`src/rtl/wb_regfile.sv`:
```
// Write-back register file: 32x32 GPRs with bypassed read ports,
// sticky halt and a post-halt debug dump sequencer.
module wb_regfile #(
  parameter int DATA_W = 32,
  parameter int ADDR_W = 5,
  parameter int NREGS  = 32
) (
  input  logic              i_clk,
  input  logic              i_reset,
  input  logic              i_clk_en,
  input  logic [DATA_W-1:0] i_wb_data,
  input  logic [DATA_W-1:0] i_wb_alu_result,
  input  logic              i_wb_mem_to_reg,
  input  logic              i_wb_reg_write,
  input  logic [ADDR_W-1:0] i_wb_rd,
  input  logic              i_wb_halt,
  input  logic [ADDR_W-1:0] i_rs_addr,
  input  logic [ADDR_W-1:0] i_rt_addr,
  output logic [DATA_W-1:0] o_rs_data,
  output logic [DATA_W-1:0] o_rt_data,
  output logic [DATA_W-1:0] o_wb_write_data,
  output logic              o_halted,
  input  logic              i_dbg_dump,
  output logic              o_dbg_valid,
  output logic [ADDR_W-1:0] o_dbg_addr,
  output logic [DATA_W-1:0] o_dbg_data,
  output logic              o_dump_done
);

  typedef enum logic [1:0] {
    S_IDLE,
    S_DUMP,
    S_DONE
  } state_e;

  logic [DATA_W-1:0] regs_q [NREGS];
  logic [DATA_W-1:0] regs_d [NREGS];

  state_e            state_q, state_d;
  logic [ADDR_W-1:0] idx_q, idx_d;
  logic              halted_q, halted_d;
  logic              dbg_valid_q, dbg_valid_d;
  logic [ADDR_W-1:0] dbg_addr_q, dbg_addr_d;
  logic [DATA_W-1:0] dbg_data_q, dbg_data_d;
  logic              done_q, done_d;

  logic [DATA_W-1:0] wdata;
  logic              we;

  assign wdata = i_wb_mem_to_reg ? i_wb_data : i_wb_alu_result;
  assign we    = i_clk_en & i_wb_reg_write
               & (i_wb_rd != '0) & ~halted_q;

  assign o_wb_write_data = wdata;
  assign o_halted        = halted_q;
  assign o_dbg_valid     = dbg_valid_q;
  assign o_dbg_addr      = dbg_addr_q;
  assign o_dbg_data      = dbg_data_q;
  assign o_dump_done     = done_q;

  // Index 0 is hardwired; a same-cycle commit wins over the array.
  function automatic logic [DATA_W-1:0] rd_port(
    input logic [ADDR_W-1:0] idx
  );
    logic [DATA_W-1:0] v;
    v = regs_q[idx];
    if (idx == '0)
      v = '0;
    else if (we && (i_wb_rd == idx))
      v = wdata;
    return v;
  endfunction

  assign o_rs_data = rd_port(i_rs_addr);
  assign o_rt_data = rd_port(i_rt_addr);

  always_comb begin
    regs_d = regs_q;
    if (we)
      regs_d[i_wb_rd] = wdata;
  end

  always_comb begin
    halted_d = halted_q | (i_clk_en & i_wb_halt);
  end

  always_comb begin
    state_d     = state_q;
    idx_d       = idx_q;
    dbg_valid_d = 1'b0;
    dbg_addr_d  = dbg_addr_q;
    dbg_data_d  = dbg_data_q;
    done_d      = 1'b0;
    unique case (state_q)
      S_IDLE: begin
        if (i_dbg_dump) begin
          state_d = S_DUMP;
          idx_d   = '0;
        end
      end
      S_DUMP: begin
        dbg_valid_d = 1'b1;
        dbg_addr_d  = idx_q;
        dbg_data_d  = regs_q[idx_q];
        idx_d       = idx_q + 1'b1;
        if (idx_q == ADDR_W'(NREGS - 1))
          state_d = S_DONE;
      end
      S_DONE: begin
        done_d  = 1'b1;
        state_d = S_IDLE;
      end
      default: state_d = S_IDLE;
    endcase
  end

  always_ff @(posedge i_clk) begin
    if (i_reset) begin
      for (int i = 0; i < NREGS; i++)
        regs_q[i] <= '0;
      state_q     <= S_IDLE;
      idx_q       <= '0;
      halted_q    <= 1'b0;
      dbg_valid_q <= 1'b0;
      dbg_addr_q  <= '0;
      dbg_data_q  <= '0;
      done_q      <= 1'b0;
    end else begin
      regs_q      <= regs_d;
      state_q     <= state_d;
      idx_q       <= idx_d;
      halted_q    <= halted_d;
      dbg_valid_q <= dbg_valid_d;
      dbg_addr_q  <= dbg_addr_d;
      dbg_data_q  <= dbg_data_d;
      done_q      <= done_d;
    end
  end

endmodule

```
`config.mk`:
```
export PLATFORM = sky130hd
export DESIGN_NAME = wb_regfile
export DESIGN_NICKNAME = d
export VERILOG_FILES = /design/src/rtl/wb_regfile.sv
export SDC_FILE = /design/constraint.sdc
export NUM_CORES = 2
export LEC_CHECK = 0
export ABC_AREA = 0
export CORE_MARGIN = 2
export CORE_UTILIZATION = 28
export CTS_CLUSTER_SIZE = 28
export DETAILED_ROUTE_END_ITERATION = 10
export PLACE_DENSITY = 0.49
export SYNTH_ARGS = -nofsm -noshare
export SYNTH_HDL_FRONTEND = slang
export SYNTH_SLANG_ARGS = --single-unit
```
`constraint.sdc`:
```
create_clock -name i_clk -period 3.3 [get_ports i_clk]
set_clock_uncertainty 0.15 [all_clocks]
set_input_delay 0.495 -clock i_clk [delete_from_list [all_inputs] [get_ports i_clk]]
set_output_delay 0.495 -clock i_clk [all_outputs]
set_load 0.03 [all_outputs]
```
======== Yosys cells after proc, flatten, opt, wreduce, memory -nomap -nowiden ========
Index checks and enable logic that the tools add are counted.
operators by class
  equality and inequality tests ........... 7
  mux-type cells .......................... 24
  add/subtract/negate cells ............... 1
  reduce and logical (&&, ||, !) cells .... 10
  magnitude comparators ................... 5
  bitwise operators ....................... 10
operator list
  kind                   count
  $bwmux W1024           1
  $bmux W32 S5           3
  $mux W32               12
  $demux W32 S5          1
  $ge A6 B6 Y1 const B   4
  $not A5 Y6             4
  $eq A5 B5 Y1           2
  $logic_not A5 Y1       2
  $pmux W5 S2            1
  $lt A6 B1 Y1 const B   1
  $add A5 B1 Y5 const B  1
  $eq A5 B5 Y1 const B   1
  $mux W5                1
  $reduce_bool A5 Y1     1
  $and A1 B1 Y1          4
  $mux W2                2
  $ne A2 B2 Y1 const B   2
  $pmux W2 S2            1
  $reduce_and A2 Y1      2
  $logic_and A1 B1 Y1    3
  $eq A2 B1 Y1 const B   1
  $eq A2 B2 Y1 const B   1
  $logic_not A2 Y1       1
  $mux W1                2
  3 further kinds        3
word-level totals
  output and inout bits ................... 136
  logic and storage cells ................. 96
  flip-flop bits (word level) ............. 1,071
  input bits .............................. 86

======== Logic depth before layout (Yosys ltp) ========
  word-level depth ........................ 6
  depth in mapped cells ................... 10
  gate-level depth less buffers ........... 6

======== Worst setup path after synthesis ========
No wires, ideal clock.
  path type ............................... input -> output
  start ................................... input i_wb_rd[2]
  end ..................................... output o_rs_data[10]
  data arrival time ....................... 2.564 ns
  data required time ...................... 2.655 ns
  path buffers ............................ 2
  setup slack ............................. 0.091 ns
  stages on the path ...................... 7
  path through ............................ buf_2 > nor3_1 > a21o_1 > nor3_1 > clkbuf_1 > nor3_1 > a311oi_1
between the ends
  cells in the longest elaborated chain, start to end .. 6
  elaborated cells between the ends (all ways) .. 7
  those cells by class .................... eq/ne: 1; mux: 2; bitwise: 2; reduce/logical: 2
RTL lines
  element                     line  text
  start: declaration          15    input logic [ADDR_W-1:0] i_wb_rd,
  $reduce_bool A5 Y1          52    & (i_wb_rd != '0) & ~halted_q;
  $and A1 B1 Y1 (2 in a row)  52
  $logic_and A1 B1 Y1 *       69    else if (we && (i_wb_rd == idx))
  $mux W32 *                  69
  $mux W32 *                  67    if (idx == '0)
  end: declaration            19    output logic [DATA_W-1:0] o_rs_data,
Every way passes the cells marked *; elsewhere a longest branch is shown, timed or not.

======== Final worst setup path ========
  start ................................... register halted_q (netlist: o_halted)
  end ..................................... output o_rs_data[6]
between the ends
  cells in the longest elaborated chain, start to end .. 5
RTL lines
  element                   line  text
  start: declaration        41    logic halted_q, halted_d;
  start signal: assignment  132   halted_q <= halted_d;
  $not A1 Y1                52
  $and A1 B1 Y1             52
  $logic_and A1 B1 Y1       69
  $mux W32                  69
  $mux W32                  67
Every way passes these cells.

==> run summary <==
status -> finished, violations left
failing checks -> setup timing
largest net degree at the start of global routing -> 143
number of synthesis warnings -> 0
cell taking the most area after synthesis -> dfxtp_1
fillers -> 21600
worst slew pin tran -> 1190 ps
Final Core Density -> 36.2%
WHS -> 18.9 ps
worst r2r src -> idx_q[2]$_SDFFE_PP0P_
Synth top area share -> 34.6%
EDFF count, synth -> 0
die span in x -> 474 µm
Tmin final -> 3630 ps
Post-Syn Instances -> 6209
Critical Path Sink Type -> primary output
placer congestion estimate -> 0.951
MaxCap Viol Count -> 0
Worst slew margin -> 20.8%
Final WS setup -> -334 ps
switch share -> 28.7%
internal cell power -> 24.1 mW
Leak -> 26.1 nW
drt total wl -> 322000 µm
DP HPWL -> 221000 µm
latest clock arrival within the worst-skew pair -> 820 ps
# nets final -> 6653
sequential share of the synthesized area -> 34.6%
top-level I/O count -> 222
flop and latch count out of synthesis -> 1071
overall routing resource usage -> 27.9%
Netlist Area Pre-Place -> 61900 µm²
H-tree levels -> 4
max-slew violations -> 0
PwrDens -> 425 nW/µm²
worst path bufs/invs -> 5
Synth Flop Type -> dfxtp_1
post-synthesis async set-or-reset flop share -> 0%
Die Footprint -> 225000 µm²
Routed Antenna Nets -> 0
TritonCTS clock tree -> built
Hold Crit Start -> i_reset
CP startpoint kind -> flip-flop
average cell area after synthesis -> 9.97 µm²
initial drt markers -> 6874
number of buffers created by CTS -> 131
Sw Pwr -> 9.69 mW
fmax -> 275 MHz
WHS Endpoint -> regs_q[411]$_SDFFE_PP0P_
TritonRoute pass-1 iters -> 6
Combinational Power Share -> 16.4%
clock root buffer -> clkbuf_16
largest buffer count on any clock path -> 3
Max IR drop VDD -> 0.000409 V
FF+latch area -> 21500 µm²
area growth from synthesis to final layout -> 28.4%
starting density of the core -> 28.2%
critical path's slowest cell -> dfxtp_2
Clock power frac -> 44.7%
Max Fanout on Critical Path -> 11
# DRC -> 0
vias -> 57800
Via density -> 6.00
final hold violation count -> 0
CP max stage delay -> 320 ps
Crit Path Class -> flip-flop to primary output
vias in the first global route -> 55100
family with the most delay on the worst path -> buffers and inverters
share of cells above drive strength 1 -> 29.7%
Power Total -> 33.8 mW
crit-path cells -> nand3b_4, buf_12, a21o_4, nor3_4, buf_4, buf_16, nor3_1, a311oi_1, buf_4, buf_12
Sink Count -> 1071
gr ovfl total -> 0
Clock transition at path regs -> 60 ps
CP required -> 2650 ps
Tcrit/Tclk final -> 110%
Worst R2R Setup Slack -> 420 ps
Core Rows -> 172
antenna violations before repair -> 11
Synth cell types -> 59
core area -> 220000 µm²
drt wl/cell -> 33.4 µm
Hold Path Stages -> 2
top post-synthesis cells by area -> dfxtp_1, mux4_2, a211oi_1
reg-to-reg endpoint -> o_dbg_data[23]$_SDFFE_PP0P_
first-pass GRT wire length -> 445000 µm
Arrival @ worst endpoint -> 2990 ps
Seq pwr share -> 38.9%
multi-input logic area -> 38300 µm²
die height -> 474 µm
port bufs -> 221
Reg2Reg Depth -> 5
HP Class -> input pin to flip-flop
final setup vio count -> 62
RSZ-0062 raised after global routing -> true
Synth Net Count -> 6297
==> synthesized netlist by cell type (34+ instances only) <==
cell type	count
a22oi_1	45
o221ai_1	60
a221oi_1	92
nor2_1	1115
nor3_1	119
a21oi_1	111
nor2b_1	44
mux2i_1	460
o21ai_0	67
a221o_1	59
dfxtp_1	1071
buf_2	198
buf_4	39
a211oi_1	971
mux2_2	266
o22ai_1	121
inv_1	34
clkbuf_1	491
mux4_2	455
==> worst max path at each step <==
stage               slack, ps           startpoint  cells past startpoint             to
floorplan                  90           i_wb_rd[2]                      7  o_rs_data[10]
global placement         -830             i_clk_en                      9  o_rt_data[16]
detailed placement       -730             i_clk_en                      9  o_rt_data[16]
CTS                      -450  o_halted$_SDFF_PP0_                      9  o_rs_data[29]
global route             -360           i_wb_rd[4]                     12   o_rs_data[2]
finish                   -330  o_halted$_SDFF_PP0_                     10   o_rs_data[6]
==> power by group through the flow <==
stage	Combinational (mW)	Clock (mW)	Sequential [mW]
6_report	5.53	15.1	13.1
3_3_place_gp	5.31	0	13.4
5_1_grt	5.64	15.8	13.1
4_1_cts	5.44	15.2	13.1
2_1_floorplan	2.42	0	13.4
3_5_place_dp	5.31	0	13.4
==> what timing repair did <==
action | CTS | global route
hold buffers | 0 | 0
gates resized for setup | 128 | 29
endpoints found under the setup margin | 64 | 64
cloned | 2 | 0
pin swaps | 43 | 21
setup buffers | 19 | 6
==> per-layer routing <==
layer | part of all wire [%] | wire length (µm) | global-route usage, %
met5 | 0.011 | 34 | 0
met4 | 8.4 | 27000 | 20.1
met3 | 8.4 | 27100 | 5.16
met2 | 45 | 144000 | 43.3
met1 | 39 | 124000 | 34.6
==> metrics by stage <==
step           TNS, ps  worst slack [ps]  cell area [µm²]  cells
6_report        -12720              -334            79500   9636
5_1_grt         -14680              -362            79500   9627
4_1_cts         -17840              -448            79400   9626
3_5_place_dp    -15810              -734            74100   9374
3_3_place_gp    -17850              -828            74100   9374
2_1_floorplan        0              90.6            61900   6209
==> cell type report <==
cell class / count / share of cell area (%)
Clock buffer: 198 / 4.87
Timing Repair Buffer: 983 / 14.5
Sequential cell: 1071 / 27.0
Multi-Input combinational cell: 4344 / 48.2
Tap cell: 2958 / 4.65
Clock inverter: 37 / 0.637
Inverter: 34 / 0.161
Antenna cell: 11 / 0.0346
==> state kept, by name, indices dropped and copies added, names as in the netlist <==
name,cells
idx_q,5
o_dbg_addr,5
o_dbg_data,32
o_dbg_valid,1
o_dump_done,1
o_halted,1
regs_q,1024
state_q,2
==> logic make-up after synthesis <==
| logic type | Yosys count | share of synthesized area [%] |
|---|---|---|
| AOI/OAI and AO/OA | 1741 | 21.1 |
| and+or+nand+nor | 1410 | 9.65 |
| muxes | 1181 | 28.8 |
| DFF | 1071 | 34.6 |
| buffers and inverters | 794 | 5.60 |
| xor gates and xnor gates | 10 | 0.141 |
| adders and majority gates | 2 | 0.0404 |
==> cells in the final DEF (no fill, tap or decap), types with 20 or more instances in the layout <==
cell type        instances
clkbuf_8                26
a311oi_2                22
a221o_1                 59
o22ai_1                121
buf_4                  511
o221ai_1                60
nor3_1                  85
a211oi_2                28
a21oi_1                101
buf_6                   33
nor2_1                1095
a211o_1                 21
mux4_2                 455
a31oi_1                 22
o211ai_1                31
a22o_1                  22
nor2_4                  33
mux2_2                 266
a221oi_1                89
mux2i_1                427
nor3b_1                 24
a211oi_1               971
a22oi_1                 45
clkbuf_1                37
clkbuf_16              135
o31a_1                  28
nor2b_1                 40
buf_12                 283
o21ai_0                 65
clkdlybuf4s50_1        143
mux2i_4                 33
nand2_1                 28
nor3_2                  20
inv_1                   34
dfxtp_1               1065
(Power assumes the default switching activity.)
